## src/rtl/ntt_seq_pkg.sv

```systemverilog
// Shared definitions for the NTT stage sequencer: mode encodings, FSM states,
// and the elaboration-time helpers used to size and count stages.
`timescale 1ns/1ps
package ntt_seq_pkg;

  localparam logic [2:0] CONF_IDLE  = 3'd0;
  localparam logic [2:0] CONF_R2    = 3'd1;
  localparam logic [2:0] CONF_R4    = 3'd2;
  localparam logic [2:0] CONF_MIXED = 3'd3;

  typedef enum logic [1:0] {ST_IDLE, ST_RUN, ST_DRAIN} state_e;

  function automatic int clog2(input int v);
    int r;
    r = 0;
    while ((1 << r) < v) r++;
    return r;
  endfunction

  // Mixed mode runs radix-4 stages first and finishes with one radix-2 stage when LOGN is odd.
  function automatic int stage_count(input logic [2:0] conf, input int logn);
    case (conf)
      CONF_IDLE:  return 0;
      CONF_R2:    return logn;
      CONF_R4:    return logn / 2;
      CONF_MIXED: return (logn / 2) + (logn % 2);
      default:    return 0;
    endcase
  endfunction

endpackage

```

## src/rtl/ntt_stage_seq_delay.sv

```systemverilog
// Fixed-latency register delay line with asynchronous clear; carries the
// read strobe/address forward to become the butterfly write-back strobe/address.
`timescale 1ns/1ps
module ntt_delay_line #(
  parameter int WIDTH = 1,
  parameter int LAT   = 1
) (
  input  logic             clk,
  input  logic             rst,
  input  logic [WIDTH-1:0] din,
  output logic [WIDTH-1:0] dout
);

  logic [WIDTH-1:0] dly_q [LAT];

  always_ff @(posedge clk or posedge rst) begin
    if (rst) begin
      for (int i = 0; i < LAT; i++) dly_q[i] <= '0;
    end else begin
      dly_q[0] <= din;
      for (int i = 1; i < LAT; i++) dly_q[i] <= dly_q[i-1];
    end
  end

  assign dout = dly_q[LAT-1];

endmodule

```

## src/rtl/ntt_stage_seq.sv

```systemverilog
// NTT stage sequencer: walks DEPTH bank addresses per stage for R2/R4/MIXED
// transforms, then drains the butterfly pipeline. Optional macro STAGE_SEQ_PERF_EN.
`timescale 1ns/1ps
module ntt_stage_seq
  import ntt_seq_pkg::*;
#(
  parameter  int LOGN   = 8,
  parameter  int NBANK  = 4,
  parameter  int BF_LAT = 6,
  localparam int ADDR_W = LOGN - clog2(NBANK),
  localparam int SIDX_W = clog2(LOGN + 1)
) (
  input  logic              clk,
  input  logic              rst,
  input  logic              start,
  input  logic [2:0]        conf,
  output logic              busy,
  output logic              rd_en,
  output logic [ADDR_W-1:0] rd_addr,
  output logic [ADDR_W-1:0] tw_idx,
  output logic [SIDX_W-1:0] stage_idx,
  output logic              wr_en,
  output logic [ADDR_W-1:0] wr_addr,
  output logic [1:0]        done_flag,
  output logic              err,
  output logic [31:0]       perf_cycles
);

  localparam int LAT_W = clog2(BF_LAT + 1);

  state_e            state_q, state_d;
  logic [2:0]        conf_q, conf_d;
  logic [SIDX_W-1:0] s_q, s_d, stg_q, stg_d, k_q, k_d;
  logic [ADDR_W-1:0] cnt_q, cnt_d, tw_mask;
  logic [LAT_W-1:0]  drn_q, drn_d;
  logic              err_q, err_d;
  logic              legal, accept, last_drn, final_stg, radix4;
  logic [ADDR_W:0]   wr_bus;

  assign legal     = (conf == CONF_R2) || (conf == CONF_MIXED) ||
                     ((conf == CONF_R4) && ((LOGN % 2) == 0));
  assign accept    = (state_q == ST_IDLE) && start && legal;
  assign last_drn  = (state_q == ST_DRAIN) && (drn_q == LAT_W'(BF_LAT - 1));
  assign final_stg = (stg_q == s_q - SIDX_W'(1));
  assign radix4    = (conf_q == CONF_R4) ||
                     ((conf_q == CONF_MIXED) && (stg_q < SIDX_W'(LOGN / 2)));

  always_ff @(posedge clk or posedge rst) begin
    if (rst) begin
      state_q <= ST_IDLE;
      conf_q  <= CONF_IDLE;
      s_q     <= '0;
      stg_q   <= '0;
      k_q     <= '0;
      cnt_q   <= '0;
      drn_q   <= '0;
      err_q   <= 1'b0;
    end else begin
      state_q <= state_d;
      conf_q  <= conf_d;
      s_q     <= s_d;
      stg_q   <= stg_d;
      k_q     <= k_d;
      cnt_q   <= cnt_d;
      drn_q   <= drn_d;
      err_q   <= err_d;
    end
  end

  always_comb begin
    state_d = state_q;
    conf_d  = conf_q;
    s_d     = s_q;
    stg_d   = stg_q;
    k_d     = k_q;
    cnt_d   = cnt_q;
    drn_d   = drn_q;
    err_d   = 1'b0;
    case (state_q)
      ST_IDLE: begin
        if (accept) begin
          conf_d  = conf;
          s_d     = SIDX_W'(stage_count(conf, LOGN));
          stg_d   = '0;
          k_d     = '0;
          cnt_d   = '0;
          drn_d   = '0;
          state_d = ST_RUN;
        end else if (start) begin
          err_d = 1'b1;
        end
      end
      ST_RUN: begin
        cnt_d = cnt_q + ADDR_W'(1);
        if (&cnt_q) begin
          drn_d   = '0;
          state_d = ST_DRAIN;
        end
      end
      ST_DRAIN: begin
        drn_d = drn_q + LAT_W'(1);
        if (last_drn) begin
          drn_d   = '0;
          k_d     = k_q + (radix4 ? SIDX_W'(2) : SIDX_W'(1));
          stg_d   = stg_q + SIDX_W'(1);
          state_d = final_stg ? ST_IDLE : ST_RUN;
        end
      end
      default: state_d = ST_IDLE;
    endcase
  end

  // Twiddle mask keeps the low min(k, ADDR_W) address bits.
  always_comb begin
    for (int i = 0; i < ADDR_W; i++) tw_mask[i] = (SIDX_W'(i) < k_q);
  end

  always_comb begin
    busy      = (state_q != ST_IDLE);
    rd_en     = (state_q == ST_RUN);
    rd_addr   = rd_en ? cnt_q : '0;
    tw_idx    = rd_en ? (cnt_q & tw_mask) : '0;
    stage_idx = stg_q;
    done_flag = {last_drn && final_stg, last_drn};
    err       = err_q;
  end

  ntt_delay_line #(
    .WIDTH(ADDR_W + 1),
    .LAT  (BF_LAT)
  ) u_wr_dly (
    .clk (clk),
    .rst (rst),
    .din ({rd_en, rd_addr}),
    .dout(wr_bus)
  );

  assign {wr_en, wr_addr} = wr_bus;

`ifdef STAGE_SEQ_PERF_EN
  logic [31:0] perf_q, perf_d;

  always_comb begin
    perf_d = perf_q;
    if (accept)                    perf_d = '0;
    else if (busy && (perf_q != '1)) perf_d = perf_q + 32'd1;
  end

  always_ff @(posedge clk or posedge rst) begin
    if (rst) perf_q <= '0;
    else     perf_q <= perf_d;
  end

  assign perf_cycles = perf_q;
`else
  assign perf_cycles = '0;
`endif

endmodule

```

## config.mk

```make
export PLATFORM = sky130hd
export DESIGN_NAME = ntt_stage_seq
export DESIGN_NICKNAME = d
export VERILOG_FILES = /design/src/rtl/ntt_seq_pkg.sv /design/src/rtl/ntt_stage_seq_delay.sv /design/src/rtl/ntt_stage_seq.sv
export SDC_FILE = /design/constraint.sdc
export NUM_CORES = 1
export LEC_CHECK = 0
export CORE_ASPECT_RATIO = 1.25
export CORE_MARGIN = 1.5
export CORE_UTILIZATION = 53
export DETAILED_ROUTE_END_ITERATION = 16
export PLACE_DENSITY_LB_ADDON = 0.12
export SYNTH_ARGS = -nofsm -noshare
export SYNTH_HDL_FRONTEND = slang
export SYNTH_HIERARCHICAL = 1
export SYNTH_SLANG_ARGS = --single-unit
```

## constraint.sdc

```tcl
create_clock -name clk -period 3.1 [get_ports clk]
set_input_delay 0.465 -clock clk [delete_from_list [all_inputs] [get_ports clk]]
set_output_delay 0.465 -clock clk [all_outputs]
set_load 0.01 [all_outputs]
```

==> impl_results.md, run 1 <==
- Pwr Density: 976.2 mW/mm^2
- Critical path's largest stage delay: 0.58 ns
- Max IR drop VDD: 457.0 uV
- WL/cell: 13.82 microns
- # port buffers: 33
- Post-Syn Area: around 0.0028 sq mm
- Fraction of layout cells with a size suffix above 1: 10.29%
- Largest family of logic cells by synthesized area: buffers and inverters
- Setup violations, final: 0
- Final instance area: 0.003179 sq mm
- Crit-path slowest cell: clkdlybuf4s50_1
- Crit path launch type: flip-flop
- Crit path required time: between 2 and 3 ns
- DRC: 0
- CTS tree: yes
- Final GP Congestion: 0.7895
- Gate Count Post-Synth: around 230
- CP endpoint kind: output pin
- Final ANT Viol Nets: 0
- Hold Path Cell Cnt: 0
- Setup TNS: 0 ns
- Mean Syn Cell Area: 12.01 sq um
- DP HPWL: 3132 microns
- Worst-path cell chain: nand2b_4 > inv_2 > and2_1 > a21boi_0 > clkdlybuf4s50_1
- Worst hold start: u_wr_dly/dly_q[11]$_DFF_PP0_
- Worst r2r path cells: 8
- Cts bufs inserted: 9
- Die footprint: about 0.0058 sq mm
- Fill count: 428
- Hold WS: 0.3501 ns
- Hold_buf cts: 0
- Outcome: complete, no violations
- FF-to-FF setup slack: 1.08 ns
- First-pass GRT wire length: 7921 microns
- Synth Area in Adders: 3.382%
- GR Overflow Total: 0
- Post-synthesis mux area share: less than 1%
- Most common cell after layout, fill and taps aside: dfrtp_1
- Hold Crit Endpoint: u_wr_dly/dout[4]$_DFF_PP0_
- Via/cell ratio: around 4.8
- Initial core utilization: roughly 55%
- Worst-skew pair later-pin latency: between 0.3 and 0.4 ns
- Setup Buffers After CTS: 0
- Iter 0 DRT Violations: roughly 100
- # resized after CTS: 0
- Clk root buf: clkbuf_8
- Synth async-reset ratio: 100.0%
- Final worst path period share: 88.51%
- Area growth, synth to finish: 13.08%
- Number of warnings issued by yosys: 6
- Sequential element share of the synthesized area: 59.64%
- Nets: 280
- Die Span Y: 84.43 microns
- Maxcap violations: 0
- Peak Freq: 364.5 MHz
- Simple-gate portion of the synthesized area: between 10% and 20%
- FF+latch count, synth: 67
- R2R Path Start: stage_idx[2]$_DFFE_PP0P_
- Xor-xnor portion of the synthesized cell area: 1.246%
- Number of global-route vias before repair: around 1,600
- Clk slew on worst S/H paths: 0.07 ns
- Post-synth top flop: dfrtp_1
- Core ar.: between 0.005 and 0.006 sq mm
- Crit-path max FO: 14
- Max-slew violations: 0
- Pin count of the biggest net entering global routing: 43
- Overall via count from detail_route: about 1,600
- Final Power: 0.003104 W
- Row count: 29
- Inserted Diodes: 0
- Io pins: between 60 and 70
- Compound-Gate Fraction of Synth Area: 8.856%
- Detailed Route WL: between 4000 and 5000 microns
- Placed cell area: 0.003012 sq mm
- LEAKAGE: around 1.5 nW
- Hold Path Class: flip-flop to flip-flop
- Number of flops mapped to enable cells by yosys: 0
- Final hold vios: 0
- Critical path data arrival time: 2.28 ns
- Commonest cells after routing, fill and taps aside: dfrtp_1, clkdlybuf4s50_1, conb_1, nand2_1
- Initial antenna violation count: 0
- Worst R2R End: k_q[2]$_DFFE_PP0P_
- Deepest clock path buffer count: 2
- Crit Path Category: flip-flop to output pin
- Tmin final: around 2.7 ns
- TritonCTS Sinks: 67
- Distinct cells, synth: 46
- Die W: between 60 and 70 microns
- Setup repair after global routing missed its margin: false
- Number of H-tree levels: 3
- GRT Util Overall: 19.35%
- Drt first pass iters: 4
- Clock skew: 0.006685 ns
- Post-Route Utilization: 62.59%
[synth_stat cells (2+ instances only)]
cell type / number / area [sq um]
a21o_1: 2 / 15.01
a21oi_1: 10 / 50.05
a22o_1: 2 / 17.52
a31oi_1: 3 / 18.77
and2_1: 7 / 43.79
buf_4: 40 / 300.3
buf_6: 3 / 33.78
dfrtp_1: 67 / 1677
ha_1: 6 / 75.07
inv_1: 9 / 33.78
inv_2: 2 / 7.510
mux2i_1: 2 / 20.02
nand2_1: 19 / 71.32
nand3_1: 2 / 10.01
nand3b_1: 3 / 22.52
nand4_1: 2 / 12.51
nor2_1: 10 / 37.54
nor2b_1: 4 / 25.02
o21a_1: 2 / 15.01
o21ai_0: 6 / 30.03
o21ai_1: 5 / 25.02
or3_1: 2 / 12.51
xor2_1: 3 / 26.28
[per-layer routing]
layer  track usage (%)  wire length (microns)  share of wire, %
met1             25.21                   2020                44
met2             28.33                   2264                49
met3             5.630                    215               4.7
met4             11.45                    115               2.5
met5                 0                      0                 0
[kinds of logic (layout without fill, tap and decap cells)]
kind of cell,after synthesis,count (layout)
compound gates,39,39
flops,67,67
buf+inv,55,62
mux,2,2
xor+xnor,4,4
simple gates,59,59
other cells,1,32
fa+ha+maj,7,7
[worst max-delay path, delay by kind of cell, from the launching register on]
family	cells	cell delay, ns
simple gates	2	0.43
compound gates	1	0.21
buf+inv	2	0.79
flops	1	0.51
[power breakdown]
group / internal [W] / switching (W)
clock network: 0.000286 / 0.000324
logic: 0.000521 / 0.000476
registers: 0.00125 / 0.000242
total: 0.00206 / 0.00104
[worst max path at each step]
stage	from	end	cells past startpoint
finish	state_q[1]$_DFFE_PP0P_	tw_idx[1]	5
floorplan	stage_idx[3]$_DFFE_PP0P_	k_q[2]$_DFFE_PP0P_	8
global placement	state_q[1]$_DFFE_PP0P_	tw_idx[1]	5
CTS	state_q[1]$_DFFE_PP0P_	tw_idx[1]	5
detailed placement	state_q[1]$_DFFE_PP0P_	tw_idx[1]	5
global route	state_q[1]$_DFFE_PP0P_	tw_idx[1]	5
[cell type report]
class                           instances  area, sq um  share of cell area [%]
Clock inverter                          7        43.79                   1.377
Tap cell                               62        77.57                   2.440
Multi-Input combinational cell        143        870.8                   27.39
Timing Repair Buffer                   35        345.3                   10.86
Inverter                               11        41.29                   1.299
Sequential cell                        67         1677                   52.74
Clock buffer                            9        123.9                   3.896
[sequential cells by signal (all words and copies together) (netlist names), 2 cells and up]
signal / flops
conf_q: 3
k_q: 4
stage_idx: 4
s_q: 2
u_wr_dly/dly_q: 35
cnt_q: 6
drn_q: 3
state_q: 2
u_wr_dly/dout: 7
[metrics by stage]
stage | instances | worst slack (ns)
after floorplan | 265 | 1.201
after global placement | 318 | 0.7410
after detailed placement | 318 | 0.7454
after CTS | 334 | 0.3385
after global routing | 334 | 0.1696
final | 334 | 0.3562
No activity file was read; power rests on OpenSTA's default activity.
==> run 2, diff against run 1 <==
CORE_MARGIN = 5   (was 1.5)
==> run 2 against run 1 <==
  * Via count fell by 1.2%
  * Worst hold slack got worse by 0.0041 ns
  * Register-to-register slack improved by 0.03 ns
  * First-iteration DRC count fell by 5.1%
  * Die area rose by 19%
  * Combinational power barely moved
  * Non-clock buffer count rose by 1
  * Cell area rose by 0.83%
  * Fmax rose by 0.36%
  * Core utilization rose by 0.070 points
  * Sequential power barely moved
  * Setup slack improved by 0.0098 ns
==> impl_results.md, run 2 (synthesis results as in run 1) <==
- Hold WS: 0.3459 ns (-0.004130 ns)
- Setup Buffers After CTS: 0 (unchanged)
- Setup violations, final: 0 (unchanged)
- # port buffers: 33 (unchanged)
- Clock skew: 0.004930 ns (-0.001755 ns)
- # resized after CTS: 0 (unchanged)
- Number of H-tree levels: 3 (unchanged)
- Placed cell count: 319 (+0.31%)
- Iter 0 DRT Violations: 94 (-5.1%)
- Nets: 281 (+0.36%)
- Crit path launch type: flip-flop
- Io pins: 66 (unchanged)
- Cell family with most CP delay: buffers and inverters
- Cts bufs inserted: 9 (unchanged)
- Die W: 75.15 microns (+10%)
- Peak Freq: 365.8 MHz (+0.36%)
- Worst-path cell chain: nand2b_4 > inv_2 > and2_1 > a21boi_0 > clkdlybuf4s50_1
- Tmin final: 2.734 ns (-0.009809 ns)
- Finished Layout Cells: 335 (+0.30%)
- CP endpoint kind: output pin
- LEAKAGE: 1.494 nW (+0.69%)
- GR Overflow Total: 0 (unchanged)
- Outcome: complete, no violations
- Hold_buf cts: 0 (unchanged)
- Max FFs per register: 35 (unchanged)
- Crit path required time: 2.63 ns (about the same)
- Final hold vios: 0 (unchanged)
- Clk root buf: clkbuf_8
- Final worst path period share: 88.19% (-0.32 points)
- Via/cell ratio: 4.740 (-1.5%)
- Setup repair after global routing missed its margin: false
- Pin count of the biggest net entering global routing: 26 (-40%)
- Inserted Diodes: 0 (unchanged)
- Commonest cells after routing, fill and taps aside: dfrtp_1, clkdlybuf4s50_1, conb_1, nand2_1
- WL/cell: 14.06 microns (+1.7%)
- Most common cell after layout, fill and taps aside: dfrtp_1
- Deepest clock path buffer count: 2 (unchanged)
- TritonCTS Sinks: 67 (unchanged)
- Reg with most FFs: u_wr_dly/dly_q
- Hold Path Class: flip-flop to flip-flop
- Worst Path Buf+Inv: 2 (unchanged)
- Number of global-route vias before repair: 1,711 (+6.1%)
- Row count: 29 (unchanged)
- Relative slew slack: approximately 49%
- Placed cell area: 0.003019 sq mm (+0.25%)
- Die footprint: 0.006871 sq mm (+19%)
- Initial antenna violation count: 0 (unchanged)
- Critical path's largest stage delay: 0.58 ns (about the same)
- Final Power: 0.003171 W (+2.2%)
- First-pass GRT wire length: 8148 microns (+2.9%)
- Die Span Y: 91.43 microns (+8.3%)
- Pwr Density: 989.1 mW/mm^2 (+1.3%)
- Final GP Congestion: 0.8125 (+2.9%)
- DRC: 0 (unchanged)
- Crit Path Category: flip-flop to output pin
- Setup TNS: 0 ns (unchanged)
- Core ar.: 0.005116 sq mm (+0.71%)
- Clk slew on worst S/H paths: 0.07 ns (about the same)
- Max IR drop VDD: 467.2 uV (+2.2%)
- Drt first pass iters: 4 (unchanged)
- Crit-path slowest cell: clkdlybuf4s50_1
- FF-to-FF setup slack: 1.11 ns (+0.03 ns)
- Initial core utilization: 54.95% (-0.39 points)
- GRT Util Overall: 15.73% (-3.6 points)
- Worst-skew pair later-pin latency: 0.33 ns (about the same)
- Fill count: 402 (-6.1%)
- Final instance area: 0.003206 sq mm (+0.83%)
- Overall via count from detail_route: 1,588 (-1.2%)
- Critical path data arrival time: 2.27 ns (about the same)
- Area growth, synth to finish: 14.02%
- Crit-path max FO: 14 (unchanged)
- Max-slew violations: 0 (unchanged)
- Final ANT Viol Nets: 0 (unchanged)
- Worst-margin pin slew: 0.7575 ns
- Maxcap violations: 0 (unchanged)
- DP HPWL: 3363 microns (+7.4%)
- CTS tree: yes
- Detailed Route WL: 4709 microns (+2.0%)
- Fraction of layout cells with a size suffix above 1: 9.524% (-0.77 points)
[run 2: cell count changes in the layout (fill, tap and decap cells not counted)]
cell	change
clkbuf_1	+3
clkinv_2	-3
buf_4	+1
bufinv_16	+1
clkinv_4	+1
clkinvlp_4	-1
inv_6	-1
[run 2: through the flow]
stage          utilization (%)  setup slack [ns]
4_1_cts                  62.66            0.3492
6_report                 62.66            0.3660
2_1_floorplan                -             1.201
5_1_grt                  62.66            0.2145
3_3_place_gp             59.01            0.7486
3_5_place_dp             59.01            0.7486
[run 2: final cells by class]
cell class	instances	area, sq um	share of cell area, %
repair buffers	36	352.8	11.01
inverters	11	41.29	1.288
multi-input cells	143	870.8	27.17
clock inverters	4	51.30	1.600
well taps	62	77.57	2.420
flip-flops and latches	67	1677	52.30
clock buffers	12	135.1	4.215
[run 2: metal layers]
metal | routed length [microns] | global-route usage [%]
met4 | 91 | 7.872
met5 | 0 | 0
met1 | 1992 | 20.17
met2 | 2380 | 24.27
met3 | 244 | 4.088
[run 2: where the power goes]
group	internal, W	total (W)	switching, W	leakage (nW)
clock network	0.000372	0.000685	0.000313	0.0906
registers	0.00125	0.00149	0.000237	0.801
logic	0.000523	0.000995	0.000472	0.602
[run 2: path summary, 6_finish.rpt]
path,cells after the start,from,endpoint
max in group asynchronous,3,rst,u_wr_dly/dly_q[11]$_DFF_PP0_
worst max-delay path,5,state_q[1]$_DFFE_PP0P_,tw_idx[1]
worst min register to register,0,u_wr_dly/dly_q[37]$_DFF_PP0_,u_wr_dly/dly_q[30]$_DFF_PP0_
worst min-delay path,0,u_wr_dly/dly_q[37]$_DFF_PP0_,u_wr_dly/dly_q[30]$_DFF_PP0_
worst max register to register,8,stage_idx[2]$_DFFE_PP0P_,k_q[2]$_DFFE_PP0P_
min in group asynchronous,3,rst,cnt_q[4]$_DFFE_PP0P_
==> run 3, diff against run 2 <==
SKIP_CTS_REPAIR_TIMING = 1   (was unset)
==> results of run 3 <==
Same layout as run 2: the final DEF is identical, and so are final timing and power.
